## config.mk

```make
export PLATFORM = sky130hd
export DESIGN_NAME = audio_tone_player
export DESIGN_NICKNAME = d
export VERILOG_FILES = /design/src/rtl/audio_tone_player.sv
export SDC_FILE = /design/constraint.sdc
export NUM_CORES = 1
export LEC_CHECK = 0
export BUFFER_PORTS_ARGS = -buffer_cell sky130_fd_sc_hd__buf_2
export CORE_ASPECT_RATIO = 1.25
export CORE_MARGIN = 2
export CORE_UTILIZATION = 30
export CTS_BUF_LIST = sky130_fd_sc_hd__clkbuf_4 sky130_fd_sc_hd__clkbuf_8
export DETAILED_ROUTE_END_ITERATION = 8
export GPL_TIMING_DRIVEN = 1
export SETUP_SLACK_MARGIN = 0.05
export SLEW_MARGIN = 20
export SYNTH_ARGS = -nofsm -noshare
export SYNTH_HDL_FRONTEND = slang
export SYNTH_SLANG_ARGS = --single-unit
```

## constraint.sdc

```tcl
create_clock -name i_clk -period 2.67 [get_ports i_clk]
set_input_delay 0.267 -clock i_clk [delete_from_list [all_inputs] [get_ports i_clk]]
set_output_delay 0.267 -clock i_clk [all_outputs]
set_load 0.01 [all_outputs]
```

## src/rtl/audio_tone_player.sv

```systemverilog
// Square-wave tone player that stalls the CPU until a note finishes.
// Optional: define AUDIO_GAP_EN for a silent gap after each note.
module audio_tone_player #(
   parameter int PRESCALE   = 64,
   parameter int TICK_DIV   = 50000,
   parameter int GAP_CYCLES = 1000
) (
   input  logic       i_clk,
   input  logic       i_reset,
   input  logic       i_audioreg,
   input  logic       i_audioact,
   input  logic [7:0] i_note_in,
   input  logic [7:0] i_dur_in,
   output logic       o_continue,
   output logic       o_speaker,
   output logic       o_busy
);

   localparam int HPW = 8 + $clog2(PRESCALE);
   localparam int TW  = (TICK_DIV > 1) ? $clog2(TICK_DIV) : 1;

   typedef enum logic [1:0] {
      S_IDLE = 2'd0,
      S_PLAY = 2'd1,
`ifdef AUDIO_GAP_EN
      S_GAP  = 2'd2,
`endif
      S_DONE = 2'd3
   } state_t;

   state_t         r_state;
   logic [7:0]     r_note;
   logic [7:0]     r_dur;
   logic [7:0]     r_note_s;
   logic [7:0]     r_dur_s;
   logic [HPW-1:0] r_hp;
   logic [TW-1:0]  r_tick;
   logic [7:0]     r_dcnt;
   logic           r_spk;
   logic           r_cont;

`ifdef AUDIO_GAP_EN
   localparam int GW = (GAP_CYCLES > 1) ? $clog2(GAP_CYCLES) : 1;
   logic [GW-1:0]  r_gap;
`endif

   logic [HPW-1:0] w_hp_lim;
   logic           w_hp_wrap;
   logic           w_tick_wrap;
   logic [7:0]     w_dcnt_nx;
   logic           w_play_end;

   assign w_hp_lim    = HPW'(r_note_s) * HPW'(PRESCALE);
   assign w_hp_wrap   = (r_hp == w_hp_lim - HPW'(1));
   assign w_tick_wrap = (r_tick == TW'(TICK_DIV - 1));
   assign w_dcnt_nx   = r_dcnt + 8'd1;
   assign w_play_end  = w_tick_wrap && (w_dcnt_nx == r_dur_s);

   assign o_continue = r_cont;
   assign o_speaker  = r_spk;
   assign o_busy     = (r_state != S_IDLE);

   // Note/duration registers, loadable at any time.
   always_ff @(posedge i_clk or negedge i_reset) begin
      if (!i_reset) begin
         r_note <= 8'd0;
         r_dur  <= 8'd0;
      end else if (i_audioreg) begin
         r_note <= i_note_in;
         r_dur  <= i_dur_in;
      end
   end

   // Playback FSM with its counters and registered outputs.
   always_ff @(posedge i_clk or negedge i_reset) begin
      if (!i_reset) begin
         r_state  <= S_IDLE;
         r_note_s <= 8'd0;
         r_dur_s  <= 8'd0;
         r_hp     <= '0;
         r_tick   <= '0;
         r_dcnt   <= 8'd0;
         r_spk    <= 1'b0;
         r_cont   <= 1'b0;
`ifdef AUDIO_GAP_EN
         r_gap    <= '0;
`endif
      end else begin
         r_cont <= 1'b0;
         unique case (r_state)
            S_IDLE: begin
               if (i_audioact) begin
                  if (r_dur != 8'd0) begin
                     r_state  <= S_PLAY;
                     r_note_s <= r_note;
                     r_dur_s  <= r_dur;
                     r_hp     <= '0;
                     r_tick   <= '0;
                     r_dcnt   <= 8'd0;
                     r_spk    <= (r_note != 8'd0);
                  end else begin
                     r_state <= S_DONE;
                     r_cont  <= 1'b1;
                  end
               end
            end
            S_PLAY: begin
               if (!i_audioact) begin
                  r_state <= S_IDLE;
                  r_spk   <= 1'b0;
               end else if (w_play_end) begin
                  r_spk <= 1'b0;
`ifdef AUDIO_GAP_EN
                  r_state <= S_GAP;
                  r_gap   <= '0;
`else
                  r_state <= S_DONE;
                  r_cont  <= 1'b1;
`endif
               end else begin
                  if (w_tick_wrap) begin
                     r_tick <= '0;
                     r_dcnt <= w_dcnt_nx;
                  end else begin
                     r_tick <= r_tick + TW'(1);
                  end
                  if (r_note_s != 8'd0) begin
                     if (w_hp_wrap) begin
                        r_hp  <= '0;
                        r_spk <= ~r_spk;
                     end else begin
                        r_hp <= r_hp + HPW'(1);
                     end
                  end
               end
            end
`ifdef AUDIO_GAP_EN
            S_GAP: begin
               if (!i_audioact) begin
                  r_state <= S_IDLE;
               end else if (r_gap == GW'(GAP_CYCLES - 1)) begin
                  r_state <= S_DONE;
                  r_cont  <= 1'b1;
               end else begin
                  r_gap <= r_gap + GW'(1);
               end
            end
`endif
            S_DONE: begin
               r_state <= S_IDLE;
            end
            default: begin
               r_state <= S_IDLE;
            end
         endcase
      end
   end

endmodule

```

======== Yosys cells after proc, flatten, opt, wreduce, memory -nomap -nowiden ========
Index checks and enable logic that the tools add are counted.
storage, ports and cells
  flip-flop bits (word level) ............. 74
  input port bits ......................... 20
  output and inout bits ................... 3
  word-level logic and storage cells ...... 77
cells by class
  add/sub/neg operators ................... 4
  equality and inequality tests ........... 13
  multiplexer cells ....................... 36
  bitwise operators ....................... 1
  reductions and logical operators ........ 13
operators by type and width
  operator                                            count
  two-way mux 14 bit                                  6
  two-way mux 16 bit                                  5
  two-way mux 8 bit                                   5
  case mux 16 bit (2 select lines)                    1
  case mux 14 bit (2 select lines)                    1
  nonzero test 8 bit                                  3
  adder 16 x 1 -> 16 bit, second input constant       1
  == test 16 bit, second input constant               1
  case mux 8 bit (2 select lines)                     1
  adder 14 x 1 -> 14 bit, second input constant       1
  == test 14 bit                                      1
  subtractor 14 x 1 -> 14 bit, second input constant  1
  inequality test 2 bit, second input constant        6
  AND reduction 6 bit                                 2
  two-way mux 1 bit                                   10
  AND reduction 5 bit                                 2
  adder 8 x 1 -> 8 bit, second input constant         1
  == test 8 bit                                       1
  two-way mux 2 bit                                   4
  inequality test 4 bit, second input constant        2
  case mux 1 bit (2 select lines)                     2
  case mux 2 bit (2 select lines)                     1
  nonzero test 2 bit                                  2
  inequality test 3 bit, second input constant        1
  6 further kinds                                     6

======== Logic depth before layout (Yosys ltp) ========
Gate-level depths: netlist of run 1.
  word-level depth ........................ 7
  gate-level depth with buffers ........... 10

======== Least setup slack after synthesis of run 1 ========
No wires, ideal clock.
  kind .................................... register to register
  from .................................... register r_dcnt[0]
  to ...................................... register r_hp[11]
  arrival time ............................ 2.512 ns
  required time ........................... 2.544 ns
  setup slack ............................. 0.032 ns
  stages on the path, launching flop included .. 10
  buffers on the path ..................... 1
  cells stage by stage .................... dfrtp_1 ha_1 nand3_2 or3_4 a2111oi_4 o2111ai_2 o211ai_4 nor2_2 buf_6 a221o_1
between the ends
  longest elaborated chain between the ends .. 5
RTL lines
  item                             line  source
  start: declaration               38    logic [7:0] r_dcnt;
  start signal: assignment         123   r_dcnt <= w_dcnt_nx;
  adder 8 x 1 -> 8 bit             56    assign w_dcnt_nx = r_dcnt + 8'd1;
  == test 8 bit                    57    assign w_play_end = w_tick_wrap && (w_dcnt_nx == r_dur_s);
  logical AND 1 bit                57
  inequality test 2 bit (no line)  --
  AND reduction 6 bit (no line)    --
  end signal: assignment           132   r_hp <= r_hp + HPW'(1);
  end: declaration                 36    logic [HPW-1:0] r_hp;
No other way between the ends.
A chain may end at the register's enable or synchronous reset.

======== Final worst setup path of run 1 ========
  from .................................... register r_dcnt[1]
  to ...................................... register r_hp[12]
Same word-level chain as after synthesis.

==> out/metrics.csv, run 1 <==
metric,value,unit
status,finished clean,
Total GRT Usage,13.11,%
Initial DRC Count,207,
fillers,1310,
IO buf count,22,
most instantiated cells after synthesis,"dfrtp_1 (74), nor2_1 (36), nand2_1 (34)",
Slew HR,37.17,%
Root Driver,clkbuf_8,
Register-to-Register Path Depth,9,
detail-routed net length per standard cell,14.35,µm
pin count of the biggest net entering global routing,75,
Vias/cell,5.108,
dpl hpwl,6288,µm
Final Wtd Congestion,0.7940,
Total Wirelength,8869,µm
Min-Delay Path Class,in -> async,
Reg-to-Reg Start,r_dcnt[1]$_DFFE_PN0P_,
clk_lat worst skew,0.36,ns
top-count cell post-synth,dfrtp_1,
final setup vio count,0,
die area,14240,µm²
num rows,47,
initial antenna violation count,0,
"Slew Viols, Final",0,
Leak,2.008,nW
"Top FF cell, synth",dfrtp_1,
ranking of synthesized cells by area,"dfrtp_1 (46%), mux2_2 (8.2%), nor2_1 (3.4%), nand2_1 (3.2%), o21ai_0 (2.5%)",
number of global-route vias before repair,3205,
Residual DRC,0,
die width,107.2,µm
Via Count,3157,
area of the mapped netlist,3990,µm²
first-pass GRT wire length,15080,µm
Num CTS Buffers,9,
largest fanout on the critical path,11,
fin crit share,94.38,%
"FFs w/ async S/R, synth",100.0,%
# nets final,466,
"CTS clk-pin slew, worst paths",0.08,ns
number of distinct library cells after synthesis,58,
nature of the critical path endpoint,flip-flop,
Yosys reg bits,74,
TritonCTS clock tree,yes,
Routed Antenna Nets,0,
final design area excluding fillers,4646,µm²
Placement Cell Area,4397,µm²
# diodes,0,
CTS HTree Levels,3,
post-synth top area share,46.41,%
cts hold-fix bufs,0,
MaxCap Viol Count,0,
syn nets,426,
FF-to-FF End,r_hp[12]$_DFFE_PN0P_,
Area Growth Syn to Fin,16.43,%
min Tclk post-route,2.520,ns
cell type with the largest total area after synthesis,dfrtp_1,
maximum vdd drop,0.2381,mV
syn avg cell area,9.926,µm²
skew final,0.009643,ns
R2R Setup Slk,0.15,ns
clock buffer depth,2,
I/O pin cnt,23,
Fin Setup TNS,0,ns
Worst EP arrival,2.76,ns
"EDFF count, synth",0,
drt pass-1 iters,4,
gr ovfl total,0,
clock sink total,74,
worst setup path start,r_dcnt[1]$_DFFE_PN0P_,
"Seq/Total Area, Yosys",46.41,%
CP startpoint kind,flip-flop,
PwrDens,578.8,nW/µm²
WP data required,2.91,ns
fraction of layout cells with a size suffix above 1,24.38,%
Die Y,132.9,µm
warnings from Yosys,0,
Initial Util,30.43,%
Worst Max-Slew Pin Slew,0.9424,ns
type of the worst setup path,reg -> reg,
RSZ-0062 raised after global routing,no,
Gate Count Post-Synth,402,
Hold Fails Final Rpt,0,
fmax,396.8,MHz
core area,13110,µm²
==> cell type report <==
cell class | instances | area (µm²) | share of cell area, %
clock inverters | 6 | 65.06 | 1.400
well taps | 171 | 214.0 | 4.605
clock buffers | 10 | 137.6 | 2.963
inverters | 10 | 37.54 | 0.8080
flip-flops and latches | 74 | 1853 | 39.89
multi-input cells | 303 | 2061 | 44.36
repair buffers | 44 | 277.8 | 5.979
==> worst max-delay path, stage by stage, from the launching register on <==
cell and delay, ns:
dfrtp_1 0.38, ha_2 0.21, nand3_2 0.09, or3_4 0.40, a2111oi_4 0.31, o2111ai_2 0.21
o211ai_4 0.25, nor2_2 0.07, buf_4 0.18, a221o_1 0.30
==> logic make-up after synthesis <==
family	count (synthesis)	share of synthesized area [%]
compound gates	88	15.99
mux	30	8.435
xor+xnor	17	3.732
fa+ha+maj	4	1.254
flops	74	46.41
buf+inv	25	2.697
simple gates	164	21.48
==> worst max-delay path by stage <==
stage                                        to  slack [ns]
after floorplan            r_hp[11]$_DFFE_PN0P_        0.05
final                      r_hp[12]$_DFFE_PN0P_        0.15
after CTS                   r_hp[5]$_DFFE_PN0P_        0.06
after global placement    r_tick[1]$_DFFE_PN0P_        0.11
after global routing        r_hp[5]$_DFFE_PN0P_        0.05
after detailed placement  r_tick[1]$_DFFE_PN0P_        0.09
==> cells in the final DEF (no fill, tap or decap), types with 3 or more instances in the layout <==
master	n
xor2_1	8
and3_1	9
nand4_1	3
a22o_1	7
clkbuf_8	10
xnor2_1	9
nand2_1	33
mux2_2	29
o31ai_1	4
and2_1	11
or4_1	5
a21oi_1	14
o21bai_1	4
nor2_1	36
nand3_1	17
dfrtp_1	73
buf_4	23
a31oi_1	11
o21ai_0	20
nand2b_1	9
a221o_1	4
nor2b_1	8
nor4_1	7
nor3_1	8
buf_2	21
inv_1	10
==> repair_timing <==
item                                    4_1_cts  5_1_grt
gates resized for setup                       0        9
buffers inserted                              0        2
endpoints found under the setup margin        0       32
==> routing by layer <==
metal / share of wire [%] / global-route usage (%)
met5: 0 / 0
met4: 2.3 / 6.494
met3: 2.4 / 2.512
met2: 50 / 22.19
met1: 45 / 15.74
==> through the flow <==
| step | std cells | hold slack [ns] | setup WS [ns] | utilization [%] | power, mW |
|---|---|---|---|---|---|
| finish | 618 | 0.03338 | 0.1500 | 35.43 | 2.689 |
| global route | 618 | 0.1186 | 0.05046 | 35.43 | 2.831 |
| CTS | 616 | 0.07504 | 0.06459 | 35.07 | 2.695 |
| detailed placement | 600 | 0.4666 | 0.08637 | 33.53 | 1.797 |
| global placement | 600 | 0.4633 | 0.1121 | 33.53 | 1.776 |
| floorplan | 402 | -0.02859 | 0.05435 | - | 1.647 |
==> state kept, by name, indices dropped and copies added, names as in the netlist <==
name        cells
o_speaker       1
r_hp           14
r_dur_s         8
r_dur           8
r_state         2
o_continue      1
r_tick         16
r_note          8
r_dcnt          8
r_note_s        8
==> power breakdown <==
group          internal, mW  leakage [nW]  switching (mW)
clock network         0.458         0.103           0.436
registers              1.23         0.950           0.119
logic                 0.225         0.956           0.222
total                  1.91          2.01           0.777
Power figures use the tool's default switching activity.
==> run 2, diff against run 1 <==
- ABC_AREA: not set -> 1
- CTS_CLUSTER_DIAMETER: not set -> 120
- RECOVER_POWER: not set -> 25
==> out/metrics.csv, run 2 <==
metric,value,unit,change
Worst EP arrival,2.48,ns,was 2.76 ns
Initial DRC Count,162,,was 207
ranking of synthesized cells by area,"dfrtp_1 (42%), nand2_1 (17%), inv_1 (5.8%), nand3_1 (5.7%), o21ai_0 (4.6%)",,"was dfrtp_1 (46%), mux2_2 (8.2%), nor2_1 (3.4%), nand2_1 (3.2%), o21ai_0 (2.5%)"
"Top FF cell, synth",dfrtp_1,,unchanged
fmax,449.8,MHz,was 396.8 MHz
syn avg cell area,7.262,µm²,was 9.926 µm²
Num CTS Buffers,9,,unchanged
max incr delay on CP,0.45,ns,was 0.40 ns
num rows,49,,was 47
Total Wirelength,9510,µm,was 8869 µm
warnings from Yosys,0,,unchanged
"Slowest-stage cell, CP",dfrtp_1,,was or3_4
dpl hpwl,6886,µm,was 6288 µm
WP data required,2.93,ns,was 2.91 ns
max reg flops,16,,unchanged
Total GRT Usage,13.27,%,was 13.11%
Worst Hold End,r_dur[2]$_DFFE_PN0P_,,
"Seq/Total Area, Yosys",42.43,%,was 46.41%
final design area excluding fillers,4838,µm²,was 4646 µm²
TritonCTS clock tree,yes,,unchanged
die width,111.9,µm,was 107.2 µm
skew final,0.01284,ns,was 0.009643 ns
"CTS clk-pin slew, worst paths",0.09,ns,was 0.08 ns
Hold Crit Depth,3,,
number of distinct library cells after synthesis,32,,was 58
CP top delay family,simple AND/OR/NAND/NOR gates,,was compound AO/OA/AOI/OAI gates
Area Growth Syn to Fin,10.87,%,was 16.43%
Via Count,3686,,"was 3,157"
Register-to-Register Path Depth,13,,was 9
post-synth top area share,42.43,%,was 46.41%
MaxCap Viol Count,1,,was 0
clock sink total,74,,unchanged
area of the mapped netlist,4364,µm²,was 3990 µm²
"EDFF count, synth",0,,unchanged
RSZ-0062 raised after global routing,no,,unchanged
Reg-to-Reg Start,r_dcnt[0]$_DFFE_PN0P_,,was r_dcnt[1]$_DFFE_PN0P_
type of the worst setup path,reg -> reg,,unchanged
Leak,2.277,nW,was 2.008 nW
failing checks,"capacitance limit, slew limit",,
final setup vio count,0,,unchanged
Routed Antenna Nets,0,,unchanged
initial antenna violation count,0,,unchanged
die area,15530,µm²,"was 14,240 µm²"
DP Worst Slack,0.4477,ns,was 0.08637 ns
setup bufs post-CTS,0,,unchanged
drt pass-1 iters,5,,was 4
Residual DRC,0,,unchanged
min Tclk post-route,2.223,ns,was 2.520 ns
Fin Setup TNS,0,ns,unchanged
IO buf count,22,,unchanged
FF-to-FF End,r_hp[0]$_DFFE_PN0P_,,was r_hp[12]$_DFFE_PN0P_
Min-Delay Path Class,in -> reg,,was in -> async
biggest regs,"r_tick x16, r_hp x14",,unchanged
Worst Slack Setup Final,0.4469,ns,was 0.1500 ns
most instantiated cells after synthesis,"nand2_1 (196), dfrtp_1 (74), inv_1 (68)",,"was dfrtp_1 (74), nor2_1 (36), nand2_1 (34)"
Worst Max-Slew Pin Slew,1.854,ns,was 0.9424 ns
PwrDens,593.5,nW/µm²,was 578.8 nW/µm²
gr ovfl total,0,,unchanged
Hold Fails Final Rpt,0,,unchanged
worst path cell trace,"ha_1, nand2_2, clkinv_1, nor2_1, nand2_1, nand2_1, nand3_1, nor2_4, nand4_4, nand3_4, inv_1, nand2_1, nand2_1",,"was ha_2, nand3_2, or3_4, a2111oi_4, o2111ai_2, o211ai_4, nor2_2, buf_4, a221o_1"
Placement Cell Area,4609,µm²,was 4397 µm²
"Slew Viols, Final",75,,was 0
CP startpoint kind,flip-flop,,unchanged
top-count cell post-synth,nand2_1,,was dfrtp_1
most frequent cells in the layout,"nand2_1 (196), dfrtp_1 (74), inv_1 (68), nand3_1 (50), nor2_1 (48)",,"was dfrtp_1 (73), nor2_1 (36), nand2_1 (33), mux2_2 (29), buf_4 (23)"
detail-routed net length per standard cell,11.83,µm,was 14.35 µm
fillers,1534,,"was 1,310"
clk_lat worst skew,0.37,ns,was 0.36 ns
first-pass GRT wire length,16750,µm,"was 15,080 µm"
number of global-route vias before repair,3564,,"was 3,205"
cell type with the largest total area after synthesis,dfrtp_1,,unchanged
hold_sp,i_dur_in[2],,
R2R Setup Slk,0.45,ns,was 0.15 ns
Final Wtd Congestion,0.8119,,was 0.7940
"most common cell after layout, fill and taps aside",nand2_1,,was dfrtp_1
Worst Path Buf+Inv,2,,was 1
fin crit share,83.26,%,was 94.38%
# nets final,645,,was 466
Root Driver,clkbuf_8,,unchanged
Yosys reg bits,74,,unchanged
CTS HTree Levels,3,,unchanged
Die Y,138.9,µm,was 132.9 µm
Gate Count Post-Synth,601,,was 402
nature of the critical path endpoint,flip-flop,,unchanged
syn nets,625,,was 426
core area,14290,µm²,"was 13,110 µm²"
pin count of the biggest net entering global routing,75,,unchanged
maximum vdd drop,0.2740,mV,was 0.2381 mV
# diodes,0,,unchanged
CP most frequent cell,nand2_1,,
fraction of layout cells with a size suffix above 1,11.34,%,was 24.38%
clock buffer depth,2,,unchanged
"FFs w/ async S/R, synth",100.0,%,unchanged
Initial Util,30.55,%,was 30.43%
Slew HR,-23.63,%,was 37.17%
Vias/cell,4.585,,was 5.108
post-CTS resize count,0,,unchanged
largest fanout on the critical path,22,,was 11
Top reg by flops,r_tick,,unchanged
I/O pin cnt,23,,unchanged
cts hold-fix bufs,0,,unchanged
status,finished with violations,,was finished clean
-- run 2: cell count changes after synthesis, sizes merged, moves of 8 or more --
cell / before / now
and3: 9 / 0
nor2: 37 / 56
nor2b: 8 / 0
a21oi: 14 / 2
nand3: 18 / 52
nand2: 34 / 204
mux2: 29 / 0
and2: 11 / 0
a31oi: 12 / 0
inv: 10 / 71
o21ai: 20 / 70
nand2b: 9 / 0
nand4: 3 / 14
-- run 2: layout make-up --
cell class / count / area [µm²] / area share, %
clock buffer: 10 / 137.6 / 2.845
clock inverter: 6 / 95.09 / 1.965
inverter: 72 / 272.8 / 5.637
multi-input combinational: 440 / 2135 / 44.12
sequential: 74 / 1852 / 38.27
tap: 178 / 222.7 / 4.603
timing repair buffer: 24 / 123.9 / 2.560
-- run 2: kinds of logic (layout without fill, tap and decap cells) --
group / after synthesis / count (layout) / share of synthesized area, %
xor gates and xnor gates: 17 / 17 / 3.412
and+or+nand+nor: 345 / 345 / 35.38
AOI/OAI and AO/OA: 74 / 74 / 8.973
adders and majority gates: 4 / 4 / 1.147
DFF: 74 / 74 / 42.43
buffers and inverters: 87 / 112 / 8.658
-- run 2: tightest hold or removal path, cell delays in order --
cell	delay, ns
buf_2	0.07
nand2_1	0.03
o21ai_0	0.06
-- run 2: where the power goes --
| group | switching, mW | leakage [nW] | internal [mW] | total, mW |
|---|---|---|---|---|
| Combinational | 0.353 | 1.19 | 0.184 | 0.537 |
| Clock | 0.463 | 0.117 | 0.562 | 1.02 |
| Sequential | 0.0933 | 0.973 | 1.22 | 1.31 |
| Total | 0.909 | 2.28 | 1.96 | 2.87 |
-- run 2: layer usage --
metal	wire, µm	share of wire, %	GRT usage [%]
met5	0	0	0
met4	265	2.8	6.953
met1	4557	48	17.08
met2	4491	47	21.79
met3	196	2.1	1.661
-- run 2: worst max-delay path by stage --
stage / cells after the start / to / from
floorplan: 14 / r_tick[12]$_DFFE_PN0P_ / r_dcnt[0]$_DFFE_PN0P_
global placement: 13 / r_hp[0]$_DFFE_PN0P_ / r_dcnt[0]$_DFFE_PN0P_
detailed placement: 13 / r_hp[0]$_DFFE_PN0P_ / r_dcnt[0]$_DFFE_PN0P_
CTS: 13 / r_hp[0]$_DFFE_PN0P_ / r_dcnt[0]$_DFFE_PN0P_
global route: 13 / r_hp[0]$_DFFE_PN0P_ / r_dcnt[0]$_DFFE_PN0P_
finish: 13 / r_hp[0]$_DFFE_PN0P_ / r_dcnt[0]$_DFFE_PN0P_
-- run 2: per-stage QoR --
stage	hold WS, ns	util, %	instances	total power, mW
2_1_floorplan	-0.02859	-	601	1.734
3_3_place_gp	0.4772	32.27	788	1.872
3_5_place_dp	0.4741	32.27	788	1.879
4_1_cts	0.07321	33.90	804	2.917
5_1_grt	0.09432	33.87	804	3.059
6_report	0.09773	33.87	804	2.872
==> run 3, diff against run 2 <==
- clock period: 2.67 -> 2.1 ns (I/O delays scaled with it)
==> out/metrics.csv, run 3 (synthesized netlist as in run 2, its figures left out) <==
metric,value,unit,change
MaxCap Viol Count,0,,was 1
max incr delay on CP,0.41,ns,was 0.45 ns
die width,111.9,µm,unchanged
status,finished clean,,was finished with violations
sequential cell area,1854,µm²,was 1852 µm²
clock sink total,74,,unchanged
IO buf count,22,,unchanged
fillers,1524,,"was 1,534"
DP Worst Slack,-0.03692,ns,was 0.4477 ns
Hold Crit Depth,3,,unchanged
largest fanout on the critical path,7,,was 22
"CTS clk-pin slew, worst paths",0.08,ns,was 0.09 ns
CP startpoint kind,flip-flop,,unchanged
max reg flops,16,,unchanged
Vias/cell,4.588,,was 4.585
pin count of the biggest net entering global routing,42,,was 75
Worst Max-Slew Pin Slew,0.9070,ns,was 1.854 ns
Min-Delay Path Class,in -> reg,,unchanged
# nets final,664,,was 645
Leak,2.369,nW,was 2.277 nW
RSZ-0062 raised after global routing,yes,,was no
"Slew Viols, Final",0,,was 75
Worst Slack Setup Final,0.1770,ns,was 0.4469 ns
dpl hpwl,7100,µm,was 6886 µm
Die Y,138.9,µm,unchanged
Register-to-Register Path Depth,12,,was 13
nature of the critical path endpoint,flip-flop,,unchanged
I/O pin cnt,23,,unchanged
first-pass GRT wire length,16770,µm,"was 16,750 µm"
Finished Core Util,35.44,%,was 33.87%
number of global-route vias before repair,3605,,"was 3,564"
PwrDens,710.3,nW/µm²,was 593.5 nW/µm²
CTS HTree Levels,3,,unchanged
"most common cell after layout, fill and taps aside",nand2_1,,unchanged
Fin Setup TNS,0,ns,unchanged
Num CTS Buffers,9,,unchanged
min Tclk post-route,1.923,ns,was 2.223 ns
skew final,0.008708,ns,was 0.01284 ns
Via Count,3776,,"was 3,686"
fraction of layout cells with a size suffix above 1,16.90,%,was 11.34%
Worst EP arrival,2.18,ns,was 2.48 ns
"Slowest-stage cell, CP",dfrtp_1,,unchanged
Root Driver,clkbuf_8,,unchanged
Routed Antenna Nets,0,,unchanged
worst path cell trace,"ha_4, nand2_2, nor2_2, nand3_2, nor2_4, nand3_2, nor2_4, nand4_4, nand3_4, clkinvlp_4, nand2_1, nand2_1",,"was ha_1, nand2_2, clkinv_1, nor2_1, nand2_1, nand2_1, nand3_1, nor2_4, nand4_4, nand3_4, inv_1, nand2_1, nand2_1"
initial antenna violation count,0,,unchanged
Total GRT Usage,13.13,%,was 13.27%
WP data required,2.35,ns,was 2.93 ns
TritonCTS clock tree,yes,,unchanged
type of the worst setup path,reg -> reg,,unchanged
Area Growth Syn to Fin,16.00,%,was 10.87%
most frequent cells in the layout,"nand2_1 (192), dfrtp_1 (72), inv_1 (66), nand3_1 (48), nor2_1 (44)",,"was nand2_1 (196), dfrtp_1 (74), inv_1 (68), nand3_1 (50), nor2_1 (48)"
# diodes,0,,unchanged
gr ovfl total,0,,unchanged
Total Wirelength,9646,µm,was 9510 µm
core area,14290,µm²,unchanged
Residual DRC,0,,unchanged
Slew HR,39.53,%,was -23.63%
die area,15530,µm²,unchanged
final non-filler cell total,823,,was 804
Initial Util,30.55,%,unchanged
fin crit share,91.57,%,was 83.26%
num rows,49,,unchanged
clk_lat worst skew,0.36,ns,was 0.37 ns
clock buffer depth,2,,unchanged
Top reg by flops,r_tick,,unchanged
Final Wtd Congestion,0.8062,,was 0.8119
Initial DRC Count,163,,was 162
multi-input logic area,2203,µm²,was 2135 µm²
final setup vio count,0,,unchanged
Hold Fails Final Rpt,0,,unchanged
Overall Power,3.596,mW,was 2.872 mW
placed cell count,799,,was 788
biggest regs,"r_tick x16, r_hp x14",,unchanged
maximum vdd drop,0.3336,mV,was 0.2740 mV
fmax,520.0,MHz,was 449.8 MHz
detail-routed net length per standard cell,11.72,µm,was 11.83 µm
drt pass-1 iters,4,,was 5
-- run 3: cell count changes in the layout (fill, tap and decap cells not counted), moves of 3 or more --
cell / previous run / this run
buf_4: 2 / 16
nand2_1: 196 / 192
nand2_2: 7 / 11
nor2_1: 48 / 44
ha_1: 4 / 1
-- run 3: final timing paths --
kind	from	end	slack (ns)
min	i_dur_in[4]	r_dur[4]$_DFFE_PN0P_	0.05
max in group asynchronous	i_reset	r_dcnt[2]$_DFFE_PN0P_	0.86
max	r_tick[1]$_DFFE_PN0P_	r_hp[10]$_DFFE_PN0P_	0.18
max reg2reg	r_tick[1]$_DFFE_PN0P_	r_hp[10]$_DFFE_PN0P_	0.18
min reg2reg	r_dur_s[3]$_DFFE_PN0P_	r_dur_s[3]$_DFFE_PN0P_	0.51
min in group asynchronous	i_reset	r_dur[1]$_DFFE_PN0P_	0.50
-- run 3: what timing repair did --
| item | in CTS | in global routing |
|---|---|---|
| pin swaps | 3 | 6 |
| endpoints found under the setup margin | 17 | 39 |
| endpoints found under the hold margin | 33 | 0 |
| buffers inserted | 1 | 6 |
| hold buffers | 1 | 0 |
| gates resized for setup | 5 | 20 |
-- run 3: report_power, final --
group          internal, mW  leakage [nW]  total [mW]  switching (mW)
Sequential             1.55         0.970        1.66           0.115
Clock                 0.583         0.103        1.15           0.562
Combinational         0.301          1.30       0.787           0.487
-- run 3: layer usage --
metal,global-route usage (%),vias up,share of wire [%]
met2,21.72,47,47
met4,5.393,0,2.1
met3,2.185,15,2.7
met1,17.06,1725,48
li1,-,1989,-
met5,0,-,0
-- run 3: cell type report --
class                           count  share of cell area, %
Clock inverter                      6                  1.285
Sequential cell                    74                  36.63
Inverter                           72                  5.462
Timing Repair Buffer               43                  5.981
Clock buffer                       10                  2.719
Tap cell                          178                  4.399
Multi-Input combinational cell    440                  43.52
-- run 3: critical path, delay by kind of cell (launching register included) --
kind	cells	cell delay (ns)
fa+ha+maj	1	0.16
flops	1	0.41
buf+inv	1	0.15
simple gates	10	1.09
-- run 3: stage by stage --
step	hold WS (ns)	area, µm²
final	0.05391	5062
after global routing	0.06469	5062
after CTS	0.04124	4959
after detailed placement	0.1999	4717
after global placement	0.1917	4717
after floorplan	-0.08559	4364
